<file path="src/rtl/fpu_pipe_stage.sv">
// ============================================================================
// Module   : fpu_pipe_stage
// Brief    : Valid/ready FPU pipeline stage with optional two-entry skid buffer.
// Revision : 1.0 - initial release
// ============================================================================
`default_nettype none

module fpu_pipe_stage #(
    parameter int DW   = 126,
    parameter int SKID = 1,
    parameter int CW   = 16
) (
    input  logic          clk,
    input  logic          clr,
    input  logic          e,
    input  logic          flush,
    input  logic          in_valid,
    output logic          in_ready,
    input  logic [DW-1:0] in_data,
    output logic          out_valid,
    input  logic          out_ready,
    output logic [DW-1:0] out_data,
    output logic [CW-1:0] stall_cnt
);

    typedef enum logic [1:0] {
        ST_EMPTY = 2'd0,
        ST_FULL  = 2'd1,
        ST_SKID  = 2'd2
    } state_t;

    localparam logic [CW-1:0] STALL_ONE = {{(CW-1){1'b0}}, 1'b1};

    state_t        state_q, state_d;
    logic [DW-1:0] main_q, main_d;
    logic [DW-1:0] skid_q, skid_d;
    logic [CW-1:0] stall_q, stall_d;

    logic w_active;
    logic w_in_ready;
    logic w_out_valid;
    logic w_push;
    logic w_pop;

    assign w_active    = e && !flush;
    assign w_out_valid = w_active && (state_q != ST_EMPTY);

    // With the skid entry, ready depends on registered state only, cutting the
    // combinational out_ready -> in_ready path between stages.
    generate
        if (SKID != 0) begin : g_skid_ready
            assign w_in_ready = w_active && (state_q != ST_SKID);
        end else begin : g_pass_ready
            assign w_in_ready = w_active && ((state_q == ST_EMPTY) || out_ready);
        end
    endgenerate

    assign w_push = in_valid && w_in_ready;
    assign w_pop  = w_out_valid && out_ready;

    always_comb begin
        state_d = state_q;
        main_d  = main_q;
        skid_d  = skid_q;
        stall_d = stall_q;

        if (w_active) begin
            case (state_q)
                ST_EMPTY: begin
                    if (w_push) begin
                        state_d = ST_FULL;
                        main_d  = in_data;
                    end
                end
                ST_FULL: begin
                    if (w_push && w_pop) begin
                        main_d = in_data;
                    end else if (w_push && (SKID != 0)) begin
                        state_d = ST_SKID;
                        skid_d  = in_data;
                    end else if (w_pop) begin
                        state_d = ST_EMPTY;
                    end
                end
                ST_SKID: begin
                    if (w_pop) begin
                        state_d = ST_FULL;
                        main_d  = skid_q;
                    end
                end
                default: state_d = ST_EMPTY;
            endcase
        end else if (e && flush) begin
            // Payload registers keep their contents; only validity is dropped.
            state_d = ST_EMPTY;
        end

        if (w_out_valid && !out_ready && (stall_q != {CW{1'b1}})) begin
            stall_d = stall_q + STALL_ONE;
        end
    end

    always_ff @(posedge clk) begin
        if (clr) begin
            state_q <= ST_EMPTY;
            main_q  <= '0;
            skid_q  <= '0;
            stall_q <= '0;
        end else begin
            state_q <= state_d;
            main_q  <= main_d;
            skid_q  <= skid_d;
            stall_q <= stall_d;
        end
    end

    assign in_ready  = w_in_ready;
    assign out_valid = w_out_valid;
    assign out_data  = main_q;
    assign stall_cnt = stall_q;

endmodule

`default_nettype wire

</file>
<file path="config.mk">
export PLATFORM = sky130hd
export DESIGN_NAME = fpu_pipe_stage
export DESIGN_NICKNAME = d
export VERILOG_FILES = /design/src/rtl/fpu_pipe_stage.sv
export SDC_FILE = /design/constraint.sdc
export NUM_CORES = 1
export LEC_CHECK = 0
export ABC_AREA = 1
export BUFFER_PORTS_ARGS = -buffer_cell sky130_fd_sc_hd__buf_2
export CAP_MARGIN = 20
export CORE_MARGIN = 3
export CORE_UTILIZATION = 31
export DETAILED_ROUTE_END_ITERATION = 8
export PLACE_DENSITY = 0.6
export SYNTH_ARGS = -nofsm -noshare
export SYNTH_HDL_FRONTEND = slang
export SYNTH_SLANG_ARGS = --single-unit
</file>
<file path="constraint.sdc">
create_clock -name clk -period 2.32 [get_ports clk]
set_input_delay 0.58 -clock clk [delete_from_list [all_inputs] [get_ports clk]]
set_output_delay 0.58 -clock clk [all_outputs]
set_load 0.01 [all_outputs]
</file>
==> reports/results.txt, run 1 <==
H-tree Lvls -> 1
most common cell after layout, fill and taps aside -> nor2_1
worst-margin pin slew -> 0.609 ns
vias -> 10800
cts bufs inserted -> 30
CTS Hold Bufs -> 0
Max clock buf depth -> 3
fmax -> 0.471 GHz
most frequent cells in the layout -> nor2_1, nand2_1, buf_2, dfxtp_1, o21ai_0
non-filler instance count after layout -> 2358
RSZ-0062 raised after global routing -> false
synthesized flop and latch total -> 270
Yosys Warn Count -> 0
power share of the sequential group -> 0.447
CTS Sinks -> 270
# DRC -> 0
final worst path period need -> 2.12 ns
DR vias/cell -> 4.60
Final period util -> 0.915
Die X -> 197 um
Slew HR -> 0.594
CTS tree -> done
clk_skew -> 0.00668 ns
Register Area -> 5410 um2
Avg Cell Area, Syn -> 6.86 um2
worst hold stages -> 3
CP Max Fanout -> 4
Worst EP required -> 1.74 ns
core area -> 35700 um2
area occupied by multi-input gates -> 5110 um2
pwr dens -> 774 nW/um2
Total Routing Usage GR -> 0.165
final wirelength -> 33000 um
1st-iter DRT viols -> 528
layout cells sized above 1 -> 0.196
Initial Util -> 0.316
post-synthesis sequential area ratio -> 0.479
Setup Buffers After CTS -> 0
Fin Setup TNS -> 0 ns
Die H -> 197 um
Arrival @ worst endpoint -> 1.54 ns
Sw Ratio -> 0.249
HP Class -> input pin to register
largest net degree at the start of global routing -> 105
leakage power -> 6.27 nW
Clock transition at path regs -> 0.06 ns
Placed Cells -> 2297
fin util -> 0.396
status -> completed
IO Port Bufs -> 275
Post-DRT Antenna Nets -> 0
IO Count -> 276
critical path class -> register to primary output
mean routed wirelength per cell -> 14.0 um
r2r worst-path depth -> 7
Cells after Synth -> 1645
gp weighted congestion -> 0.838
DR pass1 iterations -> 5
Clock power frac -> 0.447
Slew Viols, Final -> 0
gr ovfl total -> 0
Comb power frac -> 0.105
Clk Latency, worst-skew pair -> 0.56 ns
first-pass GRT wire length -> 52900 um
Mapped Area -> 11300 um2
Layout fillers -> 3766
clock root buffer -> clkbuf_16
Yosys cell types -> 28
post-detail-place hpwl -> 21900 um
Final Hold Viols -> 0
startpoint types -> register
row count -> 69
area grow syn2layout -> 25.4%
Final setup viols -> 0
initial antenna violation count -> 6
P_sw -> 2.73 mW
CP endpoint kind -> primary output
Die ar. -> 38700 um2
Pint -> 8.22 mW
vias in the first global route -> 10200
Nets -> 2001
MaxCap Viol Count -> 0
Synth Net Count -> 1778
IR drop worst, VDD -> 670 uV
==> final cells by class <==
class	count	share of cell area
Antenna cell	6	0.00106
Clock buffer	47	0.0662
Clock inverter	8	0.00655
Inverter	66	0.0180
Multi-Input combinational cell	1198	0.361
Sequential cell	270	0.382
Tap cell	461	0.0408
Timing Repair Buffer	302	0.124
==> cell usage after synthesis <==
cell	number	share of area
inv_1	59	0.020
buf_2	46	0.020
a21oi_1	57	0.025
buf_6	5	0.0050
xor2_1	3	0.0023
nor2_2	1	0.00055
clkinv_2	1	0.00044
ha_1	1	0.0011
and2_1	1	0.00055
nor2_4	2	0.0020
nand3_2	2	0.0018
xnor2_1	6	0.0047
nand2_4	1	0.0010
nor3_2	1	0.00089
o21ai_0	225	0.10
clkbuf_1	51	0.017
nand3b_1	1	0.00067
nand2_1	360	0.12
o21ai_2	1	0.00078
nor3_1	1	0.00044
nand4_1	2	0.0011
nor2_1	441	0.15
nand2_2	1	0.00055
nand3_1	15	0.0067
buf_4	9	0.0060
dfxtp_1	270	0.48
o21ai_1	76	0.034
inv_2	6	0.0020
==> kinds of logic (layout without fill, tap and decap cells) <==
| family | count (synthesis) | in the layout | synth area share |
|---|---|---|---|
| xor gates and xnor gates | 9 | 9 | 0.00699 |
| buffers and inverters | 177 | 423 | 0.0704 |
| DFF | 270 | 270 | 0.479 |
| other | 0 | 6 | 0 |
| adders and majority gates | 1 | 1 | 0.00111 |
| AOI/OAI and AO/OA | 359 | 359 | 0.160 |
| and+or+nand+nor | 829 | 829 | 0.283 |
==> path summary, 6_finish.rpt <==
| check | slack (ns) | start | end |
|---|---|---|---|
| worst max-delay path | 0.20 | state_q[1] | out_valid |
| worst min-delay path | 0.27 | in_data[11] | skid_q[11] |
| worst max register to register | 0.35 | state_q[0] | skid_q[55] |
| worst min register to register | 0.45 | skid_q[111] | skid_q[111] |
==> flip-flops by register name, indices dropped and copies added, names as in the netlist <==
register and count:
skid_q 126, stall_cnt 16, state_q 2, out_data 126
==> routing by layer <==
layer,track usage,up-vias,share of wire
met2,0.270,260,0.45
met5,0,-,0.00073
li1,-,5659,-
met4,0.0417,4,0.022
met3,0.0405,55,0.073
met1,0.219,4870,0.45
==> metrics by stage <==
stage | hold slack [ns] | cell area (um2) | setup WS (ns) | total power, mW
floorplan | 0.425 | 11300 | 0.619 | 5.69
global placement | 0.431 | 13100 | 0.100 | 6.15
global route | 0.248 | 14100 | 0.0865 | 11.5
CTS | 0.237 | 14100 | 0.0205 | 11.1
finish | 0.271 | 14100 | 0.197 | 10.9
detailed placement | 0.438 | 13100 | 0.0317 | 6.16
==> power groups by stage <==
| stage | Sequential (mW) | Combinational, mW | Clock (mW) |
|---|---|---|---|
| 2_1_floorplan | 5.03 | 0.652 | 0 |
| 3_3_place_gp | 4.99 | 1.15 | 0 |
| 3_5_place_dp | 5.00 | 1.16 | 0 |
| 4_1_cts | 4.90 | 1.17 | 5.05 |
| 5_1_grt | 4.91 | 1.33 | 5.22 |
| 6_report | 4.90 | 1.15 | 4.90 |
==> worst max-delay path: stages, from the launching register on <==
cell,delay [ns]
dfxtp_2,0.43
inv_2,0.09
nand2_1,0.08
nand2_1,0.12
inv_1,0.12
buf_2,0.14
==> repair_timing <==
action | CTS | global route
endpoints found under the hold margin | 0 | 0
setup endpoints to repair | 0 | 1
gates resized for setup | 0 | 1
(Power assumes the default switching activity.)
==> run 2, diff against run 1 <==
--- a/config.mk
+++ b/config.mk
@@ -8,10 +8,13 @@
 export ABC_AREA = 1
 export BUFFER_PORTS_ARGS = -buffer_cell sky130_fd_sc_hd__buf_2
 export CAP_MARGIN = 20
+export CELL_PAD_IN_SITES_DETAIL_PLACEMENT = 1
+export CELL_PAD_IN_SITES_GLOBAL_PLACEMENT = 1
 export CORE_MARGIN = 3
 export CORE_UTILIZATION = 31
 export DETAILED_ROUTE_END_ITERATION = 8
-export PLACE_DENSITY = 0.6
+export PLACE_DENSITY = 0.77
+export SETUP_SLACK_MARGIN = 0.3
 export SYNTH_ARGS = -nofsm -noshare
 export SYNTH_HDL_FRONTEND = slang
 export SYNTH_SLANG_ARGS = --single-unit
==> reports/results.txt, run 2 (synthesized netlist as in run 1, its figures left out) <==
power share of the sequential group -> 0.432 (-0.015)
met3 wire len -> 2010 um (-16%)
Crit path largest cell delay -> 0.36 ns (-0.07 ns)
fmax -> 0.506 GHz (+7.4%)
non-filler instance count after layout -> 2368 (+0.42%)
MaxCap Viol Count -> 0 (unchanged)
Final Hold Viols -> 0 (unchanged)
cts bufs inserted -> 31 (+3.3%)
H-tree Lvls -> 1 (unchanged)
core area -> 35700 um2 (unchanged)
area grow syn2layout -> 27.6%
WL met1 -> 16500 um (+10%)
Die ar. -> 38700 um2 (unchanged)
largest net degree at the start of global routing -> 117 (+11%)
Sw Ratio -> 0.253 (+0.00394)
worst-margin pin slew -> 0.530 ns (-0.0788 ns)
# DRC -> 0 (unchanged)
Die X -> 197 um (unchanged)
IO Port Bufs -> 275 (unchanged)
hold path startpoint -> in_data[10]
WP buf/inv -> 4 (+1)
clock root buffer -> clkbuf_16
Fin Setup TNS -> 0 ns (unchanged)
startpoint types -> register
fin util -> 0.403 (+0.00704)
pwr dens -> 788 nW/um2 (+1.8%)
crit-path cells -> inv_8 > nand2_2 > nand2_2 > buf_6 > inv_2 > buf_6
DR vias/cell -> 4.77 (+3.7%)
Die H -> 197 um (unchanged)
Power, Total -> 11.3 mW (+3.6%)
gp weighted congestion -> 0.821 (-2.1%)
Final setup viols -> 0 (unchanged)
r2r worst-path depth -> 7 (unchanged)
vias in the first global route -> 11500 (+12%)
Worst Setup Slack post-DPL -> 0.203 ns (+0.172 ns)
clk_skew -> 0.00934 ns (+0.00265 ns)
final wirelength -> 37100 um (+12%)
most common cell after layout, fill and taps aside -> nor2_1
Max clock buf depth -> 3 (unchanged)
top routing layer in use -> met5
Slew Viols, Final -> 0 (unchanged)
leakage power -> 6.38 nW (+1.6%)
HP Class -> input pin to register
CTS Sinks -> 270 (unchanged)
Min-Delay Endpoint -> skid_q[10]
RSZ-0062 raised after global routing -> true
RR Startpoint -> state_q[1]
mean routed wirelength per cell -> 15.7 um (+12%)
P_sw -> 2.87 mW (+5.3%)
critical path class -> register to primary output
r2r endpoint -> skid_q[77]
worst hold stages -> 3 (unchanged)
CP endpoint kind -> primary output
CTS Hold Bufs -> 0 (unchanged)
Crit path max-delay family -> flip-flops
Comb power frac -> 0.107 (+0.002)
DR pass1 iterations -> 6 (+1)
Clk Latency, worst-skew pair -> 0.56 ns (about the same)
status -> completed
R2R setup slack -> 0.46 ns (+0.11 ns)
1st-iter DRT viols -> 344 (-35%)
Initial Util -> 0.316 (unchanged)
CTS tree -> done
post-detail-place hpwl -> 24900 um (+14%)
layout cells sized above 1 -> 0.204 (+0.00844)
final worst path period need -> 1.98 ns (-0.146 ns)
metal2 WL -> 17700 um (+19%)
Clock power frac -> 0.461 (+0.014)
Post-DRT Antenna Nets -> 0 (unchanged)
Slew HR -> 0.647 (+0.0525)
Slowest cell on crit path -> dfxtp_4
vias -> 11300 (+4.1%)
gr ovfl total -> 0 (unchanged)
first-pass GRT wire length -> 59400 um (+12%)
Final Worst Setup Slack -> 0.343 ns (+0.146 ns)
IR drop worst, VDD -> 643 uV (-4.0%)
Clock transition at path regs -> 0.06 ns (about the same)
IO Count -> 276 (unchanged)
Arrival @ worst endpoint -> 1.40 ns (-0.14 ns)
Placed Cells -> 2297 (unchanged)
Nets -> 2009 (+0.40%)
Worst EP required -> 1.74 ns (about the same)
initial antenna violation count -> 15 (+9)
Total Routing Usage GR -> 0.185 (+0.0199)
row count -> 69 (unchanged)
Pint -> 8.47 mW (+3.1%)
Final period util -> 0.852 (-0.0631)
most frequent cells in the layout -> nor2_1, nand2_1, buf_2, dfxtp_1, o21ai_0
CP Max Fanout -> 6 (+2)
## run 2: what timing repair did
action,4_1_cts,5_1_grt
gates resized for setup,9,10
pin swaps,1,0
setup buffers,4,3
setup endpoints to repair,11,38
cloned,0,0
## run 2: worst register-to-register path, delay by kind of cell, from the launching register on
family	cells	cell delay [ns]
DFF	1	0.37
buffers and inverters	3	0.49
and+or+nand+nor	2	0.55
AOI/OAI and AO/OA	2	0.34
## run 2: per-stage QoR
step,hold slack (ns),cell area (um2)
detailed placement,0.440,13100
CTS,0.237,14300
finish,0.270,14400
global placement,0.432,13100
global route,0.259,14400
floorplan,0.425,11300
## run 2: worst max-delay path by stage
stage	start	cells past startpoint	endpoint
global placement	flush	9	skid_q[106]
global route	state_q[0]	6	out_valid
CTS	state_q[0]	6	out_valid
detailed placement	flush	9	skid_q[107]
finish	state_q[0]	6	out_valid
floorplan	flush	8	skid_q[37]
## run 2: metal layers
metal	global-route usage	up-vias
met4	0.0488	20
li1	-	5676
met3	0.0467	68
met2	0.321	217
met5	0	-
met1	0.229	5317
## run 2: power by group through the flow
stage	Clock, mW	Combinational [mW]	Sequential (mW)
2_1_floorplan	0	0.652	5.03
3_3_place_gp	0	1.17	4.99
3_5_place_dp	0	1.20	5.00
4_1_cts	5.40	1.23	4.90
5_1_grt	5.60	1.39	4.91
6_report	5.24	1.21	4.90
## run 2: layout make-up
cell class,count,area [um2]
Antenna cell,6,15.0
Clock buffer,47,966
Clock inverter,11,150
Fill cell,4628,21300
Inverter,66,267
Multi-Input combinational cell,1198,5130
Sequential cell,270,5410
Tap cell,461,577
Timing Repair Buffer,309,1880
